`src/rtl/rvlab_dmi_jtag_reg.sv`:
```
// JTAG DMI access register: shifts {addr, data, op} through TDI/TDO and turns
// updates into DMI request/response handshakes with a sticky dmistat error.
module rvlab_dmi_jtag_reg #(
    parameter int unsigned AddrWidth = 7,
    parameter int unsigned DataWidth = 32
) (
    input  logic                 tck_i,
    input  logic                 trst_ni,
    input  logic                 td_i,
    input  logic                 dmi_access_i,
    input  logic                 capture_dr_i,
    input  logic                 shift_dr_i,
    input  logic                 update_dr_i,
    input  logic                 test_logic_reset_i,
    input  logic                 dmi_reset_i,
    output logic                 dmi_tdo_o,
    output logic [1:0]           dmi_error_o,
    output logic                 dmi_req_valid_o,
    input  logic                 dmi_req_ready_i,
    output logic [AddrWidth-1:0] dmi_req_addr_o,
    output logic [DataWidth-1:0] dmi_req_data_o,
    output logic [1:0]           dmi_req_op_o,
    input  logic                 dmi_resp_valid_i,
    output logic                 dmi_resp_ready_o,
    input  logic [DataWidth-1:0] dmi_resp_data_i,
    input  logic [1:0]           dmi_resp_resp_i
);

    localparam int unsigned SrWidth = AddrWidth + DataWidth + 2;

    typedef enum logic [2:0] {Idle, Read, WaitRead, Write, WaitWrite} state_e;

    state_e                 state_q;
    logic [SrWidth-1:0]     sr_q;
    logic [AddrWidth-1:0]   addr_q;
    logic [DataWidth-1:0]   data_q;
    logic [1:0]             error_q;

    logic [AddrWidth-1:0]   sr_addr;
    logic [DataWidth-1:0]   sr_data;
    logic [1:0]             sr_op;
    logic                   busy_err;
    logic                   fail_err;
    logic [1:0]             cop;

    assign sr_addr = sr_q[SrWidth-1 -: AddrWidth];
    assign sr_data = sr_q[DataWidth+1 -: DataWidth];
    assign sr_op   = sr_q[1:0];

    // Busy (3) outranks failed (2) when both are raised in the same cycle.
    function automatic logic [1:0] next_error(input logic [1:0] cur, input logic clr,
                                              input logic busy, input logic fail);
        logic [1:0] raised;
        raised = busy ? 2'd3 : (fail ? 2'd2 : 2'd0);
        if (clr)           return raised;
        else if (cur == 0) return raised;
        else               return cur;
    endfunction

    assign busy_err = dmi_access_i && (update_dr_i || capture_dr_i) && (state_q != Idle);
    assign fail_err = dmi_resp_valid_i && dmi_resp_ready_o && (dmi_resp_resp_i != 2'd0);
    assign cop      = (state_q != Idle) ? 2'd3 : error_q;

    assign dmi_tdo_o        = sr_q[0];
    assign dmi_error_o      = error_q;
    assign dmi_req_valid_o  = (state_q == Read) || (state_q == Write);
    assign dmi_resp_ready_o = (state_q == WaitRead) || (state_q == WaitWrite);
    assign dmi_req_op_o     = (state_q == Read) ? 2'd1 : ((state_q == Write) ? 2'd2 : 2'd0);
    assign dmi_req_addr_o   = addr_q;
    assign dmi_req_data_o   = data_q;

    always_ff @(posedge tck_i) begin
        if (!trst_ni) begin
            state_q <= Idle;
            sr_q    <= '0;
            addr_q  <= '0;
            data_q  <= '0;
            error_q <= 2'd0;
        end else begin
            error_q <= next_error(error_q, dmi_reset_i, busy_err, fail_err);

            // Test-Logic-Reset only clears the scan path; the handshake runs on.
            if (test_logic_reset_i) begin
                sr_q <= '0;
            end else if (dmi_access_i && capture_dr_i) begin
                sr_q <= {addr_q, data_q, cop};
            end else if (dmi_access_i && shift_dr_i) begin
                sr_q <= {td_i, sr_q[SrWidth-1:1]};
            end

            unique case (state_q)
                Idle: begin
                    if (dmi_access_i && update_dr_i && error_q == 2'd0) begin
                        addr_q <= sr_addr;
                        if (sr_op == 2'd1) begin
                            state_q <= Read;
                        end else if (sr_op == 2'd2) begin
                            data_q  <= sr_data;
                            state_q <= Write;
                        end
                    end
                end
                Read:  if (dmi_req_ready_i) state_q <= WaitRead;
                Write: if (dmi_req_ready_i) state_q <= WaitWrite;
                WaitRead: begin
                    if (dmi_resp_valid_i) begin
                        data_q  <= dmi_resp_data_i;
                        state_q <= Idle;
                    end
                end
                WaitWrite: if (dmi_resp_valid_i) state_q <= Idle;
                default: state_q <= Idle;
            endcase
        end
    end

endmodule

```
`config.mk`:
```
export PLATFORM = sky130hd
export DESIGN_NAME = rvlab_dmi_jtag_reg
export DESIGN_NICKNAME = d
export VERILOG_FILES = /design/src/rtl/rvlab_dmi_jtag_reg.sv
export SDC_FILE = /design/constraint.sdc
export NUM_CORES = 1
export LEC_CHECK = 0
export CORE_ASPECT_RATIO = 1.2
export CORE_UTILIZATION = 51
export DETAILED_ROUTE_END_ITERATION = 12
export GPL_TIMING_DRIVEN = 0
export PLACE_DENSITY = 0.79
export SYNTH_ARGS = -nofsm -noshare
export SYNTH_HDL_FRONTEND = slang
export SYNTH_SLANG_ARGS = --single-unit
```
`constraint.sdc`:
```
create_clock -name tck_i -period 2.2 [get_ports tck_i]
set_input_delay 0.22 -clock tck_i [delete_from_list [all_inputs] [get_ports tck_i]]
set_output_delay 0.22 -clock tck_i [all_outputs]
set_load 0.01 [all_outputs]
```
==> flow_summary.yaml <==
sta:
  hold_viol_final: 0
  worst_pin_slew_ns: 0.793
  finalCritPeriodShare_pct: 91.1
  whs_ns: 0.398
  maxSlewHeadroom_pct: 47.1
  min_period_ns: 2.00
  slew_violations: 0
  fmax_ghz: 0.499
  clock_skew_ns: 0.00889
  tns_ns: 0
  rsz0062_at_grt: "no"
  finalSetupViolations: 0
floorplanning:
  die_h_um: 102
  core_area_um2: 8110
  die_x_um: 85.2
  rows: 36
  dieArea_um2: 8680
  io_pins: 91
  start_util_pct: 52.3
global_routing:
  grt_first_pass_wirelength_um: 17700
  grt.total_usage_pct: 25.7
  grt_pass1_vias: 3678
  grt_max_degree: 17
  grt_overflow: 0
  antenna_found_initial: 0
setup_path:
  path_class: "register to register"
  crit_path_frequent_cell: "clkbuf_1"
  cp.arrival_ns: 2.29
  required_ns: 2.49
  cpMaxStageDelayCell: "clkbuf_1"
  cp_max_fo: 10
  worstSetupEndpointType: "register"
  path_cells: "buf_2 -> nor2b_1 -> and3b_1 -> clkbuf_1 -> clkbuf_1 -> nor3_1 -> nor3_2"
  critPathLaunchType: "register"
  cp_slowest_stage_delay_ns: 0.43
clock_network:
  cts.repair.resized: 0
  clock_sinks: 85
  cts_buffers: 9
  path_clk_slew_ns: 0.10
  clk_latency_ns: 0.36
  clk_path_buf_depth: 2
  root_buffer: "clkbuf_8"
  cts_tree: "done"
  cts_htree_levels: 3
yosys:
  synthFlopType: "dfxtp_1"
  synth_seq_cells: 85
  yosysTopAreaCell: "dfxtp_1"
  synth.area.top_cells: "dfxtp_1, mux2i_1, o21ai_0, nor3_2, nand2b_1"
  synth_most_common_cell: "dfxtp_1"
  synth.top_cell.area_share_pct: 40.2
  synth_cell_types: 36
  synth_area_per_cell_um2: 8.83
  synth_fp_nets: 527
  synthCells: 480
  syn_area_um2: 4240
  yosysSeqAreaShare_pct: 40.2
  synthTopCellsByCount: "dfxtp_1, o21ai_0, mux2i_1"
  synth_edf_count: 0
  yosysWarnings: 0
  synthArstFlopShare_pct: 0
layout:
  finalInstanceArea_um2: 5480
  drive_gt1_share_pct: 11.0
  fin_util_pct: 67.6
  final_cells: 684
  synthToLayoutAreaGrowth_pct: 29.3
  antenna_cells: 0
  nets: 631
pwr:
  leakage_nw: 2.13
  powerDensity_nw_per_um2: 602
  intPower_mw: 2.38
  p_sw_mw: 0.914
  clock_power_share_pct: 35.5
  swShare_pct: 27.7
  ir_drop_mv: 0.449
  comb_power_share_pct: 14.9
  power_frac_seq_pct: 49.6
flow_run:
  drv_cap: 0
place:
  place.gp.congestion: 0.787
  place.port_buffers: 88
  dp_hpwl_um: 7730
  placed_cells: 663
  placed_area_um2: 5240
route:
  drt_wl_total_um: 10900
  routedWlPerCell_um: 15.9
  drt-vias-per-instance: 5.65
  postRouteAntennaNets: 0
  drc: 0
  firstDrtPassIters: 5
  vias: 3865
  drtIter0Drc: 200
status:
  status: "completed"
min_path:
  hold_path.class: "input port to register"
-- cells in the final DEF (no fill, tap or decap), drive strengths merged --
cell / Yosys / layout
a21oi: 42 / 42
a31oi: 1 / 1
and2: 1 / 1
and2b: 20 / 20
and3b: 1 / 1
buf: 8 / 13
bufinv: 0 / 1
clkbuf: 34 / 43
clkdlybuf4s50: 0 / 88
clkinv: 0 / 1
clkinvlp: 0 / 1
dfxtp: 85 / 85
ha: 2 / 2
inv: 5 / 9
mux2i: 48 / 48
nand2: 3 / 3
nand2b: 40 / 40
nand3: 1 / 1
nand3b: 1 / 1
nand4bb: 1 / 1
nor2: 18 / 18
nor2b: 15 / 15
nor3: 64 / 64
nor4: 2 / 2
o211a: 1 / 1
o211ai: 2 / 2
o21a: 2 / 2
o21ai: 76 / 76
o31a: 1 / 1
o31ai: 2 / 2
o41ai: 1 / 1
or3: 1 / 1
or4b: 1 / 1
xnor2: 1 / 1
-- cells by family (layout without fill, tap and decap cells) --
logic type	count (synthesis)	after routing	share of synthesized area (%)
AO/OA/AOI/OAI	128	128	15.8
XOR/XNOR	1	1	0.207
adder cells (fa/ha/maj)	2	2	0.591
buffers and inverters	47	156	5.02
flip-flops	85	85	40.2
multiplexers	48	48	11.3
AND/OR/NAND/NOR	169	169	26.9
-- routing by layer --
layer,vias up,part of all wire (%),track usage (%)
li1,1882,-,-
met1,1855,43,31.0
met2,109,50,45.5
met3,19,5.2,5.17
met4,0,1.4,9.39
met5,-,0,0
-- cell type report --
class	count	area, um2
clock inverter	7	81.3
clock buffer	9	124
tap	95	119
inverter	5	18.8
fill	680	2630
buffer	42	194
sequential	85	1700
multi-input combinational	348	2320
timing repair buffer	93	918
-- power groups by stage --
stage                     clock (mW)  combinational [mW]  sequential, mW
after floorplan                    0               0.276            1.67
after global placement             0               0.476            1.67
after detailed placement           0               0.488            1.67
after CTS                       1.18               0.490            1.63
after global routing            1.24               0.536            1.64
final                           1.17               0.492            1.63
-- sequential cells by signal, summed over array words and instances (netlist names) --
name	flops
dmi_error_o	2
sr_q	41
state_q	3
dmi_req_addr_o	7
dmi_req_data_o	32
-- critical path: cells and delay by family (launching register included) --
kind | cells | cell delay (ns)
buffers and inverters | 3 | 0.85
and+or+nand+nor | 4 | 0.75
DFF | 1 | 0.34
-- final timing paths --
kind / from / to / slack (ns) / cells past startpoint
setup / recovery: state_q[1] / dmi_req_data_o[28] / 0.20 / 7
hold / removal: dmi_access_i / sr_q[1] / 0.40 / 3
setup reg to reg: state_q[1] / dmi_req_data_o[28] / 0.20 / 7
hold reg to reg: sr_q[36] / dmi_req_addr_o[2] / 0.52 / 2
-- timing repair --
action | CTS | global route
buffers inserted | 0 | 5
endpoints found under the setup margin | 0 | 20
hold endpoints to repair | 0 | 0
hold buffers | 0 | 0
-- through the flow --
stage,power (mW),worst slack (ns)
6_report,3.30,0.197
2_1_floorplan,1.95,0.429
5_1_grt,3.42,0.0296
4_1_cts,3.30,0.0670
3_5_place_dp,2.16,-0.0902
3_3_place_gp,2.14,-0.0481
(Power assumes the default switching activity.)
